`src/rtl/alt_vipvfr131_prc_slave_reader_if.sv`:
```
// Bus bundle for the packet-reader core.
//   slave_*       : register port driven by the frame-reader controller
//   read_master_* : Avalon-MM burst read master towards memory
//   fifo_free_words, out_* : push-only packet stream into the downstream FIFO
// Modport "slave" is the core's view; modport "master" is the surrounding
// system's view (controller, memory and FIFO together).
interface alt_vipvfr131_prc_slave_reader_if #(
  parameter int DATA_WIDTH  = 32,
  parameter int ADDR_WIDTH  = 32,
  parameter int BURST_WIDTH = 5,
  parameter int FREE_WIDTH  = 16
);
  logic [2:0]             slave_address;
  logic                   slave_write;
  logic [31:0]            slave_writedata;
  logic                   slave_read;
  logic [31:0]            slave_readdata;
  logic                   slave_interrupt;

  logic [ADDR_WIDTH-1:0]  read_master_address;
  logic                   read_master_read;
  logic [BURST_WIDTH-1:0] read_master_burstcount;
  logic                   read_master_waitrequest;
  logic [DATA_WIDTH-1:0]  read_master_readdata;
  logic                   read_master_readdatavalid;

  logic [FREE_WIDTH-1:0]  fifo_free_words;
  logic [DATA_WIDTH-1:0]  out_data;
  logic                   out_valid;
  logic                   out_sop;
  logic                   out_eop;
  logic [3:0]             out_packet_type;
  logic [31:0]            out_samples;

  modport slave (
    input  slave_address, slave_write, slave_writedata, slave_read,
    output slave_readdata, slave_interrupt,
    output read_master_address, read_master_read, read_master_burstcount,
    input  read_master_waitrequest, read_master_readdata, read_master_readdatavalid,
    input  fifo_free_words,
    output out_data, out_valid, out_sop, out_eop, out_packet_type, out_samples
  );

  modport master (
    output slave_address, slave_write, slave_writedata, slave_read,
    input  slave_readdata, slave_interrupt,
    input  read_master_address, read_master_read, read_master_burstcount,
    output read_master_waitrequest, read_master_readdata, read_master_readdatavalid,
    output fifo_free_words,
    input  out_data, out_valid, out_sop, out_eop, out_packet_type, out_samples
  );
endinterface

```
`src/rtl/alt_vipvfr131_prc_slave_reader.sv`:
```
// Packet-reader core. Holds the programming registers (word addresses 0-6),
// fetches WORDS memory words in bursts of up to MAX_BURST on a go command,
// streams them out with sop/eop and raises a maskable W1C end-of-packet irq.
// Ports:
//   clock   : core clock
//   reset_n : asynchronous active-low reset
//   bus     : register slave, burst read master and output stream (see _if)
module alt_vipvfr131_prc_slave_reader #(
  parameter int DATA_WIDTH  = 32,
  parameter int ADDR_WIDTH  = 32,
  parameter int MAX_BURST   = 16,
  parameter int BURST_WIDTH = 5,
  parameter int FREE_WIDTH  = 16
) (
  input logic clock,
  input logic reset_n,
  alt_vipvfr131_prc_slave_reader_if.slave bus
);
  localparam int BYTES = DATA_WIDTH / 8;

  typedef enum logic [1:0] {S_IDLE, S_ISSUE, S_DRAIN, S_DONE} state_t;
  state_t r_state, w_next;

  logic                   r_irq_en, r_busy, r_eop_pending;
  logic [31:0]            r_sh_addr, r_sh_samples, r_sh_words;
  logic [3:0]             r_sh_type;
  logic [31:0]            r_readdata, w_rdata;

  logic [ADDR_WIDTH-1:0]  r_addr;
  logic [31:0]            r_words, r_remaining, r_requested, r_received;
  logic                   r_read;
  logic [BURST_WIDTH-1:0] r_burst, w_burst;

  logic [DATA_WIDTH-1:0]  r_out_data;
  logic                   r_out_valid, r_out_sop, r_out_eop;
  logic [3:0]             r_out_type;
  logic [31:0]            r_out_samples;

  logic w_go, w_accept, w_rx, w_space;

  assign w_go     = bus.slave_write && (bus.slave_address == 3'd0) &&
                    bus.slave_writedata[0] && (r_state == S_IDLE);
  assign w_accept = r_read && !bus.read_master_waitrequest;
  assign w_rx     = bus.read_master_readdatavalid &&
                    ((r_state == S_ISSUE) || (r_state == S_DRAIN));

  always_comb begin
    w_burst = BURST_WIDTH'(r_remaining);
    if (r_remaining > 32'(MAX_BURST)) w_burst = BURST_WIDTH'(MAX_BURST);
  end

  // Request only when the FIFO can absorb everything in flight plus this burst.
  assign w_space = (33'(r_requested - r_received) + 33'(w_burst)) <= 33'(bus.fifo_free_words);

  always_ff @(posedge clock or negedge reset_n) begin
    if (!reset_n) r_state <= S_IDLE;
    else          r_state <= w_next;
  end

  always_comb begin
    w_next = r_state;
    case (r_state)
      S_IDLE:  if (w_go) w_next = (r_sh_words == '0) ? S_DONE : S_ISSUE;
      S_ISSUE: if (w_accept && (r_remaining == 32'(r_burst))) w_next = S_DRAIN;
      S_DRAIN: if (r_received == r_words) w_next = S_DONE;
      S_DONE:  w_next = S_IDLE;
      default: w_next = S_IDLE;
    endcase
  end

  always_comb begin
    w_rdata = '0;
    case (bus.slave_address)
      3'd0:    w_rdata = {30'b0, r_irq_en, r_busy};
      3'd1:    w_rdata = {31'b0, r_busy};
      3'd2:    w_rdata = {30'b0, r_eop_pending, 1'b0};
      3'd3:    w_rdata = r_sh_addr;
      3'd4:    w_rdata = {28'b0, r_sh_type};
      3'd5:    w_rdata = r_sh_samples;
      3'd6:    w_rdata = r_sh_words;
      default: w_rdata = '0;
    endcase
  end

  always_ff @(posedge clock or negedge reset_n) begin
    if (!reset_n) begin
      r_irq_en      <= 1'b0;
      r_busy        <= 1'b0;
      r_eop_pending <= 1'b0;
      r_sh_addr     <= '0;
      r_sh_type     <= '0;
      r_sh_samples  <= '0;
      r_sh_words    <= '0;
      r_readdata    <= '0;
    end else begin
      if (bus.slave_write) begin
        case (bus.slave_address)
          3'd0:    r_irq_en     <= bus.slave_writedata[1];
          3'd3:    r_sh_addr    <= bus.slave_writedata;
          3'd4:    r_sh_type    <= bus.slave_writedata[3:0];
          3'd5:    r_sh_samples <= bus.slave_writedata;
          3'd6:    r_sh_words   <= bus.slave_writedata;
          default: ;
        endcase
      end
      // Setting from DONE takes priority over a simultaneous W1C.
      if (r_state == S_DONE)
        r_eop_pending <= 1'b1;
      else if (bus.slave_write && (bus.slave_address == 3'd2) && bus.slave_writedata[1])
        r_eop_pending <= 1'b0;
      if (w_go && (r_sh_words != '0)) r_busy <= 1'b1;
      else if (r_state == S_DONE)     r_busy <= 1'b0;
      if (bus.slave_read) r_readdata <= w_rdata;
    end
  end

  always_ff @(posedge clock or negedge reset_n) begin
    if (!reset_n) begin
      r_addr        <= '0;
      r_words       <= '0;
      r_remaining   <= '0;
      r_requested   <= '0;
      r_received    <= '0;
      r_read        <= 1'b0;
      r_burst       <= '0;
      r_out_data    <= '0;
      r_out_valid   <= 1'b0;
      r_out_sop     <= 1'b0;
      r_out_eop     <= 1'b0;
      r_out_type    <= '0;
      r_out_samples <= '0;
    end else begin
      if (w_go) begin
        r_addr        <= ADDR_WIDTH'(r_sh_addr);
        r_words       <= r_sh_words;
        r_remaining   <= r_sh_words;
        r_requested   <= '0;
        r_received    <= '0;
        r_out_type    <= r_sh_type;
        r_out_samples <= r_sh_samples;
      end
      // read/address/burstcount are registered so they stay frozen while stalled.
      if (r_state == S_ISSUE) begin
        if (w_accept) begin
          r_read      <= 1'b0;
          r_addr      <= r_addr + ADDR_WIDTH'(r_burst) * ADDR_WIDTH'(BYTES);
          r_remaining <= r_remaining - 32'(r_burst);
          r_requested <= r_requested + 32'(r_burst);
        end else if (!r_read && (r_remaining != '0) && w_space) begin
          r_read  <= 1'b1;
          r_burst <= w_burst;
        end
      end
      if (w_rx) begin
        r_received <= r_received + 32'd1;
        r_out_data <= bus.read_master_readdata;
      end
      r_out_valid <= w_rx;
      r_out_sop   <= w_rx && (r_received == '0);
      r_out_eop   <= w_rx && (r_received == r_words - 32'd1);
    end
  end

  assign bus.slave_readdata         = r_readdata;
  assign bus.slave_interrupt        = r_eop_pending & r_irq_en;
  assign bus.read_master_address    = r_addr;
  assign bus.read_master_read       = r_read;
  assign bus.read_master_burstcount = r_burst;
  assign bus.out_data               = r_out_data;
  assign bus.out_valid              = r_out_valid;
  assign bus.out_sop                = r_out_sop;
  assign bus.out_eop                = r_out_eop;
  assign bus.out_packet_type        = r_out_type;
  assign bus.out_samples            = r_out_samples;
endmodule
```
`src/flat_wrapper.sv`:
```
// flat-port wrapper written by rule: the top's interface ports become plain ports
module alt_vipvfr131_prc_slave_reader_flat 
#(
  parameter int DATA_WIDTH  = 32,
  parameter int ADDR_WIDTH  = 32,
  parameter int MAX_BURST   = 16,
  parameter int BURST_WIDTH = 5,
  parameter int FREE_WIDTH  = 16
)
  (clock, reset_n, bus_slave_address, bus_slave_write, bus_slave_writedata, bus_slave_read, bus_slave_readdata, bus_slave_interrupt, bus_read_master_address, bus_read_master_read, bus_read_master_burstcount, bus_read_master_waitrequest, bus_read_master_readdata, bus_read_master_readdatavalid, bus_fifo_free_words, bus_out_data, bus_out_valid, bus_out_sop, bus_out_eop, bus_out_packet_type, bus_out_samples);
  alt_vipvfr131_prc_slave_reader_if #(.DATA_WIDTH(DATA_WIDTH), .ADDR_WIDTH(ADDR_WIDTH), .BURST_WIDTH(BURST_WIDTH), .FREE_WIDTH(FREE_WIDTH)) bus_i ();
  input logic clock;
  input logic reset_n;
  input wire logic [$bits(bus_i.slave_address)-1:0] bus_slave_address;
  input wire logic [$bits(bus_i.slave_write)-1:0] bus_slave_write;
  input wire logic [$bits(bus_i.slave_writedata)-1:0] bus_slave_writedata;
  input wire logic [$bits(bus_i.slave_read)-1:0] bus_slave_read;
  output wire logic [$bits(bus_i.slave_readdata)-1:0] bus_slave_readdata;
  output wire logic [$bits(bus_i.slave_interrupt)-1:0] bus_slave_interrupt;
  output wire logic [$bits(bus_i.read_master_address)-1:0] bus_read_master_address;
  output wire logic [$bits(bus_i.read_master_read)-1:0] bus_read_master_read;
  output wire logic [$bits(bus_i.read_master_burstcount)-1:0] bus_read_master_burstcount;
  input wire logic [$bits(bus_i.read_master_waitrequest)-1:0] bus_read_master_waitrequest;
  input wire logic [$bits(bus_i.read_master_readdata)-1:0] bus_read_master_readdata;
  input wire logic [$bits(bus_i.read_master_readdatavalid)-1:0] bus_read_master_readdatavalid;
  input wire logic [$bits(bus_i.fifo_free_words)-1:0] bus_fifo_free_words;
  output wire logic [$bits(bus_i.out_data)-1:0] bus_out_data;
  output wire logic [$bits(bus_i.out_valid)-1:0] bus_out_valid;
  output wire logic [$bits(bus_i.out_sop)-1:0] bus_out_sop;
  output wire logic [$bits(bus_i.out_eop)-1:0] bus_out_eop;
  output wire logic [$bits(bus_i.out_packet_type)-1:0] bus_out_packet_type;
  output wire logic [$bits(bus_i.out_samples)-1:0] bus_out_samples;
  assign bus_i.slave_address = bus_slave_address;
  assign bus_i.slave_write = bus_slave_write;
  assign bus_i.slave_writedata = bus_slave_writedata;
  assign bus_i.slave_read = bus_slave_read;
  assign bus_slave_readdata = bus_i.slave_readdata;
  assign bus_slave_interrupt = bus_i.slave_interrupt;
  assign bus_read_master_address = bus_i.read_master_address;
  assign bus_read_master_read = bus_i.read_master_read;
  assign bus_read_master_burstcount = bus_i.read_master_burstcount;
  assign bus_i.read_master_waitrequest = bus_read_master_waitrequest;
  assign bus_i.read_master_readdata = bus_read_master_readdata;
  assign bus_i.read_master_readdatavalid = bus_read_master_readdatavalid;
  assign bus_i.fifo_free_words = bus_fifo_free_words;
  assign bus_out_data = bus_i.out_data;
  assign bus_out_valid = bus_i.out_valid;
  assign bus_out_sop = bus_i.out_sop;
  assign bus_out_eop = bus_i.out_eop;
  assign bus_out_packet_type = bus_i.out_packet_type;
  assign bus_out_samples = bus_i.out_samples;
  alt_vipvfr131_prc_slave_reader #(.DATA_WIDTH(DATA_WIDTH), .ADDR_WIDTH(ADDR_WIDTH), .MAX_BURST(MAX_BURST), .BURST_WIDTH(BURST_WIDTH), .FREE_WIDTH(FREE_WIDTH)) u_core (.clock(clock), .reset_n(reset_n), .bus(bus_i));
endmodule
```
`config.mk`:
```
export PLATFORM = sky130hd
export DESIGN_NAME = alt_vipvfr131_prc_slave_reader_flat
export DESIGN_NICKNAME = d
export VERILOG_FILES = /design/src/rtl/alt_vipvfr131_prc_slave_reader_if.sv /design/src/rtl/alt_vipvfr131_prc_slave_reader.sv /design/src/flat_wrapper.sv
export SDC_FILE = /design/constraint.sdc
export NUM_CORES = 1
export LEC_CHECK = 0
export BUFFER_PORTS_ARGS = -buffer_cell sky130_fd_sc_hd__buf_2
export CORE_ASPECT_RATIO = 2
export CORE_UTILIZATION = 55
export CTS_BUF_LIST = sky130_fd_sc_hd__clkbuf_4
export DETAILED_ROUTE_END_ITERATION = 12
export MAX_ROUTING_LAYER = met4
export PLACE_DENSITY = 0.78
export SLEW_MARGIN = 20
export SYNTH_ARGS = -nofsm -noshare
export SYNTH_HDL_FRONTEND = slang
export SYNTH_SLANG_ARGS = --single-unit
```
`constraint.sdc`:
```
create_clock -name clock -period 6.2 [get_ports clock]
set_clock_uncertainty 0.2 [all_clocks]
set_input_delay 0.93 -clock clock [delete_from_list [all_inputs] [get_ports clock]]
set_output_delay 0.93 -clock clock [all_outputs]
set_load 0.05 [all_outputs]
```
After elaboration in Yosys (flattened, before gate mapping) --
Index checks and enable logic that the tools add are counted.
Cells by class: reductions and logical operators 34, muxes and demuxes 24, magnitude comparators 2, eq/ne operators 15, add/subtract/negate cells 7, bitwise logic cells 2
Operators with widths (number):
- two-way mux 32 bit | 11
- one-hot mux 32 bit (7 select lines) | 1
- equality test 32 bit | 2
- logical NOT 32 bit | 2
- nonzero test 32 bit | 2
- adder 33 x 5 -> 33 bit | 1
- <= comparator 33 x 16 -> 1 bit | 1
- subtractor 32 x 32 -> 33 bit | 1
- adder 32 x 1 -> 32 bit, second input constant | 1
- adder 32 x 5 -> 32 bit | 1
- adder 32 x 7 -> 32 bit | 1
- equality test 32 x 5 -> 1 bit | 1
- greater-than comparator 32 x 5 -> 1 bit, second input constant | 1
- subtractor 32 x 1 -> 32 bit, second input constant | 1
- subtractor 32 x 5 -> 32 bit | 1
- logical AND 1 bit | 13
- AND reduction 2 bit | 6
- equality test 3 bit, second input constant | 3
- two-way mux 2 bit | 4
- one-hot mux 2 bit (4 select lines) | 1
- nonzero test 2 bit | 4
- equality test 3 x 2 -> 1 bit, second input constant | 2
- two-way mux 1 bit | 6
- AND reduction 3 bit | 2
- 12 further kinds | 15
Word-level totals: output and inout bits 142, input port bits 89, bits in registers 374, word-level logic and storage cells 106

Longest topological paths before layout --
depth in word-level cells 7, mapped depth 25, mapped depth without buffers 25

Least setup slack after synthesis --
Ideal clock, no wire load.
path type reg2reg, start point reg u_core.r_remaining[25], end point reg u_core.r_burst[0] (netlist: u_core.bus.read_master_burstcount[0]), slack -0.432 ns, stages on the path, launching flop included 24, library setup time 0.125 ns, data required time 5.875 ns, arrival time 6.307 ns, cell sequence dfrtp_1 > nor4_1 > nor3b_1 > nand4_1 > a21oi_1 > nand2_1 > fa_1 > inv_1 > fa_1 > a211oi_1 > o21ai_2 > a21oi_1 > o21ai_0 > xor2_1 > ha_1 > nand4_1 > or4_1 > o22ai_1 > a31oi_1 > a2111oi_0 > o211a_1 > nand4_2 > nor4_4 > mux2_4
On the way: longest elaborated chain between the ends 6, elaborated cells between the ends (all ways) 8
Ends and longest elaborated chain:
- from (decl) | RTL line alt_vipvfr131_prc_slave_reader.sv:30 | logic [31:0] r_words, r_remaining, r_requested, r_received;
- from (signal assigned) | RTL line alt_vipvfr131_prc_slave_reader.sv:136 | r_remaining <= r_sh_words;
- from (signal assigned) | RTL line alt_vipvfr131_prc_slave_reader.sv:147 | r_remaining <= r_remaining - 32'(r_burst);
- greater-than comparator 32 x 5 -> 1 bit | RTL line alt_vipvfr131_prc_slave_reader.sv:49 | if (r_remaining > 32'(MAX_BURST)) w_burst = BURST_WIDTH'(MAX_BURST);
- two-way mux 5 bit | RTL line alt_vipvfr131_prc_slave_reader.sv:49
- adder 33 x 5 -> 33 bit | RTL line alt_vipvfr131_prc_slave_reader.sv:53 | assign w_space = (33'(r_requested - r_received) + 33'(w_burst)) <= 33'(bus.fifo_free_words);
- <= comparator 33 x 16 -> 1 bit | RTL line alt_vipvfr131_prc_slave_reader.sv:53
- logical AND 1 bit | RTL line alt_vipvfr131_prc_slave_reader.sv:149 | end else if (!r_read && (r_remaining != '0) && w_space) begin
- AND reduction 3 bit (no source line)
- to (signal assigned) | RTL line alt_vipvfr131_prc_slave_reader.sv:151 | r_burst <= w_burst;
- to (decl) | RTL line alt_vipvfr131_prc_slave_reader.sv:32 | logic [BURST_WIDTH-1:0] r_burst, w_burst;
Several ways; a longest one is shown, not always the timed one. A chain may end at the register's enable or synchronous reset.

Worst setup path in the final report --
start point reg u_core.r_remaining[13], end point reg u_core.r_burst[0] (netlist: u_core.bus.read_master_burstcount[0])
Same word-level chain as after synthesis.

==> impl_metrics.json <==
{
  "status": "finished with violations",
  "failed_checks": "setup timing",
  "vias": 19420,
  "die_height_um": 281,
  "ys_top_cells_by_area": "dfrtp_1 (44%), nand2_1 (8.3%), ha_1 (5.8%)",
  "synthAdderAreaFrac": 0.0654,
  "vias_per_cell": 6.06,
  "clk_path_buf_depth": 3,
  "worst_pin_slew_ns": 1.23,
  "synth_cell_types": 86,
  "dpl_cell_area_um2": 23500,
  "syn-cell-area_um2": 21400,
  "synth_ff_type": "dfrtp_1",
  "worst-path-buf-inv": 5,
  "cts.sinks": 374,
  "crit_fanout": 4,
  "clock_latency_ns": 0.78,
  "synth_edf_count": 0,
  "synth_warnings": 0,
  "slowest_delay_ns": 0.57,
  "grt_pass1_wl_mm": 107,
  "rsz0062_at_grt": "true",
  "drv_slew": 0,
  "synth_mux_area_frac": 0.0698,
  "critPathTopFamily": "simple AND/OR/NAND/NOR gates",
  "ys_seq_area_frac": 0.438,
  "preCtsSetupSlack_ns": -0.557,
  "ys_seq_elements": 374,
  "yosysTopAreaCell": "dfrtp_1",
  "fin_crit_sh": 1.00,
  "synth_top_family_by_area": "simple AND/OR/NAND/NOR gates",
  "nets": 2824,
  "ant_nets": 0,
  "hold_viol": 0,
  "critPathKind": "reg -> reg",
  "cp.required_ns": 6.67,
  "dieArea_um2": 39700,
  "worstSetupEndpointType": "flip-flop",
  "max_slew_margin": 0.173,
  "final_cell_area_um2": 24700,
  "power.density_nw_per_um2": 482,
  "num_io_pins": 231,
  "synth.net_count": 2541,
  "synth_compound_gate_area_share": 0.155,
  "numCtsBuffers": 81,
  "drive_gt1_frac": 0.229,
  "core_area_um2": 38200,
  "synth_most_common_cell": "nand2_1",
  "wire_per_inst_um": 20.9,
  "synthSimpleGateAreaFrac": 0.197,
  "port_buffers": 230,
  "grt-busiest-layer": "met2",
  "die_x_um": 141,
  "cts_tree": "done",
  "core.rowCount": 101,
  "timing.fmax_mhz": 161,
  "met2_usage": 0.647,
  "power_w": 0.0119,
  "start_kind": "flip-flop",
  "grt.total_usage": 0.360,
  "grt_overflow": 0,
  "first_iter_violations": 1284,
  "async_flop_share": 1.00,
  "ir_drop_mv": 0.448,
  "synth_xor_area_frac": 0.0303,
  "layout_setup_ws_ns": -0.0257,
  "maxCapViolCount": 0,
  "dp_hpwl_mm": 50.4,
  "h-tree-depth": 3,
  "fin_crit_ns": 6.23,
  "leakagePower_nw": 12.0,
  "cp.arrival_ns": 6.69,
  "antenna_found_initial": 3,
  "start_util": 0.560,
  "syn_inst": 2345,
  "use_met3": 0.0528,
  "clkTransAtPathRegs_ns": 0.09,
  "grtUsageMet1": 0.339,
  "area_growth_pct": 15.6,
  "post-route-drc-count": 0,
  "grt_max_degree": 166,
  "clock-root-buffer": "clkbuf_4",
  "cpMaxStageDelayCell": "or4_4",
  "detail_route.first_pass.iterations": 5,
  "synth_top_area_frac": 0.438,
  "syn_area_per_cell_um2": 9.12,
  "wl_mm": 67.0,
  "synthTopCellsByCount": "nand2_1 (473), dfrtp_1 (374), nor2_1 (149)",
  "min_path_type": "in -> reg",
  "grt_pass1_vias": 20369,
  "gp_congestion": 0.951,
  "setup_viol_count_final": 1,
  "fin_hold_ws_ns": 0.145
}
worst register-to-register path: stages, from the launching register on:
cell       delay [ns]
dfrtp_1          0.38
or3_4            0.40
nor4b_4          0.32
nand4_1          0.17
buf_6            0.17
a21oi_4          0.17
nand2_2          0.09
fa_1             0.49
inv_2            0.05
fa_2             0.37
a211oi_4         0.27
o21ai_2          0.10
a21oi_2          0.23
buf_4            0.15
buf_4            0.10
xnor2_1          0.06
ha_1             0.32
nand2_2          0.07
or4_4            0.57
o22ai_4          0.14
a31oi_4          0.08
a2111oi_4        0.20
o211a_1          0.19
nand4_2          0.09
nor4_4           0.30
buf_6            0.17
mux2_4           0.30
where the power goes:
group | switching, W | total, W | internal, W
logic | 0.00382 | 0.00601 | 0.00219
clock network | 0.000997 | 0.00201 | 0.00101
registers | 0.000749 | 0.00390 | 0.00315
total | 0.00556 | 0.0119 | 0.00636
metal layers:
metal	up-vias	wire (µm)
met5	-	0
li1	8941	-
met2	718	36300
met1	9488	22100
met3	273	2870
met4	0	5680
per-stage QoR:
stage / cells / utilization / setup TNS, ns
after CTS: 3199 / 0.647 / -0.0672
after global placement: 3053 / 0.614 / -2.67
after global routing: 3203 / 0.648 / -1.73
after floorplan: 2345 / - / 0
after detailed placement: 3053 / 0.615 / -3.12
final: 3203 / 0.648 / -0.0257
cell usage in the layout, fill, tap and decap left out, types with 39 or more instances in the layout:
cell type / synthesis / final
nand2_1: 473 / 467
dfrtp_1: 374 / 374
buf_2: 8 / 229
nor2_1: 149 / 147
inv_1: 124 / 123
clkbuf_4: 0 / 113
mux2_2: 102 / 102
ha_1: 99 / 97
o21ai_0: 98 / 96
buf_4: 0 / 87
nand3_1: 71 / 70
a21oi_1: 71 / 68
o22ai_1: 44 / 43
xor2_1: 39 / 39
layout make-up:
type	count	area, µm²
clock buffers	113	848
inverters	125	469
clock inverters	27	224
well taps	515	644
fillers	3195	13400
flip-flops and latches	374	9360
repair buffers	323	1900
diodes	3	7.51
multi-input cells	1723	11300
cell families (layout without fill, tap and decap cells):
| kind of cell | Yosys count | in the layout |
|---|---|---|
| AOI/OAI and AO/OA | 482 | 482 |
| xor gates and xnor gates | 74 | 74 |
| adders and majority gates | 107 | 107 |
| buffers and inverters | 248 | 588 |
| DFF | 374 | 374 |
| muxes | 136 | 136 |
| other | 0 | 3 |
| and+or+nand+nor | 924 | 924 |
timing repair:
action	in CTS	in global routing
endpoints found under the setup margin	6	6
pin swaps	18	14
gates resized for setup	22	7
hold buffers	1	0
endpoints found under the hold margin	71	0
setup buffers	5	2
path summary, 6_finish.rpt:
check                                                        to                          from  cells after the start  slack, ns
min                                     u_core.bus.out_data[25]  bus_read_master_readdata[25]                      3       0.14
max                        u_core.bus.read_master_burstcount[0]        u_core.r_remaining[13]                     26      -0.03
max in group asynchronous               u_core.bus.out_data[15]                       reset_n                      3       3.94
min reg2reg                             u_core.bus.out_data[17]       u_core.bus.out_data[17]                      2       0.27
min in group asynchronous            u_core.bus.out_samples[27]                       reset_n                      2       0.51
max reg2reg                u_core.bus.read_master_burstcount[0]        u_core.r_remaining[13]                     26      -0.03
(Power assumes the default switching activity.)
